$ cat src/rtl/lu_arbiter_pkg.sv
// Shared definitions for the two-requester logic-unit arbiter: opcode
// encodings and the controller state encoding.
package lu_arbiter_pkg;

  localparam logic [2:0] OP_AND  = 3'd0;
  localparam logic [2:0] OP_OR   = 3'd1;
  localparam logic [2:0] OP_XOR  = 3'd2;
  localparam logic [2:0] OP_NOR  = 3'd3;
  localparam logic [2:0] OP_NAND = 3'd4;
  localparam logic [2:0] OP_XNOR = 3'd5;
  localparam logic [2:0] OP_GT   = 3'd6;
  localparam logic [2:0] OP_EQ   = 3'd7;

  typedef enum logic [1:0] {
    ST_IDLE = 2'd0,
    ST_EXEC = 2'd1,
    ST_RESP = 2'd2
  } lu_state_e;

endpackage

$ cat src/rtl/lu_core.sv
// Registered N-bit logic/compare unit; the result register loads when en_i is
// high and otherwise holds, so it doubles as the response data holder.
module lu_core
  import lu_arbiter_pkg::*;
#(
  parameter int N   = 4,
  parameter int OPW = 3
) (
  input  logic           clk_i,
  input  logic           rst_i,
  input  logic           en_i,
  input  logic [OPW-1:0] op_i,
  input  logic [N-1:0]   a_i,
  input  logic [N-1:0]   b_i,
  output logic [N-1:0]   y_o
);

  logic [N-1:0] y_d, y_q;

  // Any opcode outside the eight defined codes (including X bits) passes A.
  always_comb begin
    y_d = a_i;
    case (op_i)
      OPW'(OP_AND):  y_d = a_i & b_i;
      OPW'(OP_OR):   y_d = a_i | b_i;
      OPW'(OP_XOR):  y_d = a_i ^ b_i;
      OPW'(OP_NOR):  y_d = ~(a_i | b_i);
      OPW'(OP_NAND): y_d = ~(a_i & b_i);
      OPW'(OP_XNOR): y_d = ~(a_i ^ b_i);
      OPW'(OP_GT):   y_d = N'(a_i > b_i);
      OPW'(OP_EQ):   y_d = N'(a_i == b_i);
      default:       y_d = a_i;
    endcase
  end

  always_ff @(posedge clk_i) begin
    if (rst_i) begin
      y_q <= '0;
    end else if (en_i) begin
      y_q <= y_d;
    end
  end

  assign y_o = y_q;

endmodule

$ cat src/rtl/lu_arbiter.sv
// Round-robin arbiter between two requesters sharing one registered logic
// unit; IDLE grants and captures, EXEC computes, RESP holds until accepted.
module lu_arbiter
  import lu_arbiter_pkg::*;
#(
  parameter int N   = 4,
  parameter int OPW = 3
) (
  input  logic           clk,
  input  logic           rst,
  input  logic           req0,
  input  logic [N-1:0]   a0,
  input  logic [N-1:0]   b0,
  input  logic [OPW-1:0] op0,
  input  logic           req1,
  input  logic [N-1:0]   a1,
  input  logic [N-1:0]   b1,
  input  logic [OPW-1:0] op1,
  output logic           gnt0,
  output logic           gnt1,
  output logic           res_valid,
  output logic           res_id,
  output logic [N-1:0]   res_data,
  input  logic           res_ready,
  output logic           busy,
  output lu_state_e      dbg_state
);

  // Handshake: a request is accepted in the cycle gntX is high (operands are
  // captured on that edge); a result transfers on an edge with
  // res_valid && res_ready, and res_id/res_data are stable until then.

  lu_state_e      state_d, state_q;
  logic           last_d, last_q;   // requester served most recently
  logic [N-1:0]   a_d, a_q, b_d, b_q;
  logic [OPW-1:0] op_d, op_q;
  logic           id_d, id_q;

  always_comb begin
    state_d = state_q;
    last_d  = last_q;
    a_d     = a_q;
    b_d     = b_q;
    op_d    = op_q;
    id_d    = id_q;
    gnt0    = 1'b0;
    gnt1    = 1'b0;
    case (state_q)
      ST_IDLE: begin
        // Grants are held off during reset so nothing is accepted and lost.
        if (!rst) begin
          if (req0 && (!req1 || last_q)) begin
            gnt0 = 1'b1;
          end else if (req1) begin
            gnt1 = 1'b1;
          end
        end
        if (gnt0 || gnt1) begin
          a_d     = gnt1 ? a1 : a0;
          b_d     = gnt1 ? b1 : b0;
          op_d    = gnt1 ? op1 : op0;
          id_d    = gnt1;
          last_d  = gnt1;
          state_d = ST_EXEC;
        end
      end
      ST_EXEC: state_d = ST_RESP;
      ST_RESP: begin
        if (res_ready) begin
          state_d = ST_IDLE;
        end
      end
      default: state_d = ST_IDLE;
    endcase
  end

  always_ff @(posedge clk) begin
    if (rst) begin
      state_q <= ST_IDLE;
      last_q  <= 1'b1;
      a_q     <= '0;
      b_q     <= '0;
      op_q    <= '0;
      id_q    <= 1'b0;
    end else begin
      state_q <= state_d;
      last_q  <= last_d;
      a_q     <= a_d;
      b_q     <= b_d;
      op_q    <= op_d;
      id_q    <= id_d;
    end
  end

  lu_core #(
    .N  (N),
    .OPW(OPW)
  ) u_core (
    .clk_i(clk),
    .rst_i(rst),
    .en_i (state_q == ST_EXEC),
    .op_i (op_q),
    .a_i  (a_q),
    .b_i  (b_q),
    .y_o  (res_data)
  );

  assign res_valid = (state_q == ST_RESP);
  assign res_id    = id_q;
  assign busy      = (state_q != ST_IDLE);
  assign dbg_state = state_q;

endmodule

$ cat config.mk
export PLATFORM = sky130hd
export DESIGN_NAME = lu_arbiter
export DESIGN_NICKNAME = d
export VERILOG_FILES = /design/src/rtl/lu_arbiter_pkg.sv /design/src/rtl/lu_core.sv /design/src/rtl/lu_arbiter.sv
export SDC_FILE = /design/constraint.sdc
export NUM_CORES = 1
export LEC_CHECK = 0
export CAP_MARGIN = 20
export CORE_UTILIZATION = 43
export DETAILED_ROUTE_END_ITERATION = 10
export GPL_TIMING_DRIVEN = 0
export PLACE_DENSITY_LB_ADDON = 0.2
export SLEW_MARGIN = 20
export SYNTH_ARGS = -nofsm -noshare
export SYNTH_HDL_FRONTEND = slang
export SYNTH_SLANG_ARGS = --single-unit
$ cat constraint.sdc
create_clock -name clk -period 1.4 [get_ports clk]
set_input_delay 0.21 -clock clk [delete_from_list [all_inputs] [get_ports clk]]
set_output_delay 0.21 -clock clk [all_outputs]
set_load 0.03 [all_outputs]
### After elaboration in Yosys (flattened, before gate mapping)

Cells that the tools add are included.

* input port bits: 27
* output and inout port bits: 11
* flip-flop bits (word level): 19
* logic and storage cells: 51

* order comparisons: 1
* eq/ne operators: 12
* reductions and logical operators: 9
* multiplexer cells: 16
* bitwise logic cells: 6

Operators by type and width (number)
* $pmux 4 s8: 1
* $eq 3x3->1 const B: 4
* $not 4->4: 3
* $mux 1: 9
* $mux 4: 2
* $eq 3x2->1 const B: 2
* $pmux 2 s3: 1
* $and 4x4->4: 1
* $eq 4x4->1: 1
* $gt 4x4->1: 1
* $mux 2: 2
* $or 4x4->4: 1
* $reduce_and 2->1: 2
* $xor 4x4->4: 1
* $eq 3x1->1 const B: 1
* $logic_not 3->1: 1
* $mux 3: 1
* $eq 2x1->1 const B: 1
* $eq 2x2->1 const B: 1
* $logic_not 2->1: 1
* $logic_or 1x1->1: 2
* $ne 2x1->1 const B: 1
* $ne 2x2->1 const B: 1
* $reduce_bool 2->1: 1
* other kinds (2): 2

### Logic depth before layout (Yosys ltp)

* word-level depth: 9
* mapped depth: 6
* depth with buffers taken out: 6

### Modules after synthesis

From an unflattened synthesis, not the netlist that was laid out.

* cell total of the unflattened synthesis: 168
* area total of the unflattened synthesis: 1417.6 µm²

By module, submodules not included
* lu_arbiter: area each 812.0 µm², cells an instance 90, instances 1, sequential area each 300.3 µm²
* lu_core: area each 605.6 µm², cells an instance 78, instances 1, sequential area each 80.1 µm²

### Worst setup path after synthesis

OpenSTA, ideal clock, no wires.

* kind: register to output
* from: register state_q[1], in the netlist dbg_state[1]
* to: output gnt0
* setup slack: -0.385 ns
* cell stages (with the launch flop): 4
* arrival time: 1.575 ns
* data required time: 1.190 ns
* buffers on the path: 0
* cells stage by stage: dfxtp_1 -> nor2_1 -> inv_1 -> nor3_1

* word-level cells in the longest chain between the ends: 2

Ends and longest elaborated chain
* start: declaration: line lu_arbiter.sv:33 `lu_state_e state_d, state_q;`
* start signal: assignment: line lu_arbiter.sv:86 `state_q <= state_d;`
* $logic_not 2->1: line lu_arbiter.sv:48 `case (state_q)`
* $mux 1: line lu_arbiter.sv:48
* end: declaration: line lu_arbiter.sv:19 `output logic gnt0,`

No other way between the ends.

### Worst setup path after layout

* from: register b_q[3]
* to: register u_core.y_q[0], in the netlist u_core.y_o[0]

* word-level cells in the longest chain between the ends: 2
* elaborated cells between the ends (all ways): 3
* those cells by class: order compare: 1; eq/ne: 1; mux: 1

Ends and longest elaborated chain
* start: declaration: line lu_arbiter.sv:35 `logic [N-1:0] a_d, a_q, b_d, b_q;`
* start signal: assignment: line lu_arbiter.sv:82 `b_q <= '0;`
* start signal: assignment: line lu_arbiter.sv:89 `b_q <= b_d;`
* $gt 4x4->1 / $eq 4x4->1 (equally long branches): line lu_core.sv:30, lu_core.sv:31
* $pmux 4 s8 *: line lu_core.sv:23 `case (op_i)`
* end signal: assignment: line lu_core.sv:40 `y_q <= y_d;`
* end: declaration: line lu_core.sv:18 `logic [N-1:0] y_d, y_q;`

Every way passes the cells marked *; elsewhere a longest branch is shown, timed or not.
A chain may end at the register's enable or synchronous reset.

==> reports/qor.yml <==
setup_viol: 4
min_from: "req0"
chipHeight_um: 57.4
min_path_type: "in -> reg"
antenna_violating_nets_post_route: 0
clock_sinks: 19
synth_edf_count: 0
track_usage_pct: 21.4
grt_pass1_vias: 1193
synth_cell_types: 32
clkPwrFrac_pct: 17.3
via_per_inst: 5.41
worst_slack_ns: -0.0641
clk_pin_slew_ns: 0.11
combPwrFrac_pct: 44.8
status: "finished, violations left"
hold_violations: 0
initial_core_util_pct: 46.6
first_pass_iters: 7
fin_crit_sh_pct: 105
max-cap-violations: 0
port_buffers: 37
failed_checks: "DRC, setup timing"
grt_overflow: 0
die_w_um: 57.4
routedWlPerCell_um: 14.3
r2r_start: "b_q[3]$_SDFFE_PP0P_"
dieArea_mm2: 0.00329
area_growth_pct: 51.7
skew_ns: 0.000758
vias: 1265
drcViolationCount: 2
gp_congestion: 0.794
avgSynthCellArea_um2: 8.78
p_int_uw: 1090
nFillCells: 224
synth_cells: 150
worstSetupEndpointType: "flop"
hpwl_mm: 2.43
fin_nets: 243
fin_setup_tns_ns: -0.119
synthArstFlopShare_pct: 0
wirelength_mm: 3.36
synth-seq-cells: 19
irDropWorstVdd_mv: 0.530
cts.path.max_buffers: 2
synthTopCellsByArea: "dfxtp_1, ha_1, mux2i_1"
max_freq_mhz: 683
ys_dominant_reg_cell: "dfxtp_1"
yosysTopAreaCell: "dfxtp_1"
fp-row-count: 19
cp.required_ns: 1.65
grt_pass1_wl_mm: 5.46
antennaDiodeCount: 0
leakage_uw: 0.000877
cts_buffers: 3
drt_iter0_drc: 30
post_synth_instance_area_mm2: 0.00132
clk_latency_ns: 0.30
slew_headroom_pct: 73.6
rsz0062_at_grt: "true"
whs_ns: 0.425
grt_max_degree: 11
synth_nets: 189
cts-htree-levels: 1
seq_power_share_pct: 37.9
power_density_mw_per_mm2: 858
start_kind: "flop"
worstPathMaxFanout: 5
slew_violations: 0
rrSetupSlack_ns: -0.06
drive_gt1_share_pct: 36.0
tightest_slew_ns: 0.393
synth.top_cell.area_share_pct: 28.9
swShare_pct: 36.6
cp-startpoint: "b_q[3]$_SDFFE_PP0P_"
post-route-min-period_ns: 1.46
cts_root_buf: "clkbuf_4"
switchingPower_uw: 627
crit_type: "reg -> reg"
yosysSeqAreaShare_pct: 28.9
core_area_mm2: 0.00283
cp_data_arrival_time_ns: 1.72
cts_tree: "done"
io_pins: 38
yosys_warnings: 0
antenna_found_initial: 0
## area by class of cell
class                      count  area, µm²  share of cell area (%)
multi-input combinational    107        945                    47.3
timing repair buffer          49        440                    22.0
sequential                    19        402                    20.1
buffer                        10       91.3                    4.57
inverter                      14       55.1                    2.76
tap                           31       38.8                    1.94
clock buffer                   4       26.3                    1.31
## critical path: stages, from the launching register on
cell and delay [ns]:
dfxtp_2 0.37, inv_2 0.06, ha_4 0.24, nor4_4 0.30, nand3_1 0.11, a31oi_1 0.18
o31a_1 0.15
## cell usage after synthesis, types with 3 or more instances
cell	n
nor2_1	25
dfxtp_1	19
a211oi_1	4
o211ai_1	3
mux2_2	3
ha_1	12
a21oi_1	4
nand2_1	9
a311oi_1	3
a211oi_2	8
xor2_1	3
mux2i_1	14
inv_1	14
buf_2	5
## cells by family (layout without fill, tap and decap cells)
| family | Yosys count | in the layout | share of synthesized area, % |
|---|---|---|---|
| compound gates | 31 | 31 | 19.9 |
| flops | 19 | 19 | 28.9 |
| mux | 17 | 17 | 13.2 |
| simple gates | 44 | 44 | 15.8 |
| fa+ha+maj | 12 | 12 | 11.4 |
| buf+inv | 24 | 77 | 8.83 |
| xor+xnor | 3 | 3 | 1.99 |
## per-layer routing
| metal | share of wire [%] | track usage [%] |
|---|---|---|
| met4 | 1.7 | 9.41 |
| met5 | 0 | 0 |
| met2 | 50 | 35.0 |
| met3 | 3.1 | 2.49 |
| met1 | 46 | 28.4 |
## power by group through the flow
| stage | logic (µW) | registers (µW) | clock network [µW] |
|---|---|---|---|
| floorplan | 440 | 688 | 0 |
| global placement | 669 | 656 | 0 |
| detailed placement | 691 | 661 | 0 |
| CTS | 736 | 649 | 301 |
| global route | 825 | 658 | 325 |
| finish | 769 | 650 | 296 |
## per-stage QoR
step / instance area, µm² / utilization (%) / cells / worst slack (ns) / power, µW
6_report: 2000 / 70.6 / 234 / -0.0641 / 1710
5_1_grt: 2000 / 70.6 / 234 / -0.130 / 1810
4_1_cts: 1940 / 68.6 / 229 / -0.0995 / 1690
3_5_place_dp: 1810 / 64.0 / 218 / -0.739 / 1350
3_3_place_gp: 1810 / 64.0 / 218 / -0.715 / 1330
2_1_floorplan: 1400 / - / 150 / 0.00683 / 1130
## final timing paths
check | endpoint | cells after the start
worst min-delay path | last_q$_SDFFE_PP1P_ | 3
worst max register to register | u_core.y_o[0]$_SDFFE_PP0N_ | 6
worst min register to register | u_core.y_o[1]$_SDFFE_PP0N_ | 2
worst max-delay path | u_core.y_o[0]$_SDFFE_PP0N_ | 6
## repair_timing
action / CTS / global route
pin swaps: 9 / 10
setup endpoints to repair: 23 / 16
hold buffers: 0 / 0
gates resized for setup: 57 / 16
buffers inserted: 7 / 5
## state kept, by name (all words and copies together), names as in the netlist
signal      flops
a_q             4
b_q             4
dbg_state       2
last_q          1
op_q            3
res_id          1
u_core.y_o      4
## layout by cell type (no fill, tap or decap), drive strengths merged
cell type	synthesis	layout
nor2	25	25
clkdlybuf4s50	0	23
buf	8	23
dfxtp	19	19
mux2i	14	14
inv	14	14
a211oi	12	12
ha	12	12
dlygate4sd2	0	10
nand2	9	9
clkbuf	2	7
a21oi	4	4
xor2	3	3
o211ai	3	3
nor4	3	3
mux2	3	3
a311oi	3	3
o21ai	2	2
a31oi	2	2
nor2b	2	2
nor3	2	2
nand3b	1	1
a32oi	1	1
a2111oi	1	1
o22ai	1	1
nor3b	1	1
nand3	1	1
o31a	1	1
a211o	1	1
Note: power is estimated with default switching activity, not from simulation.
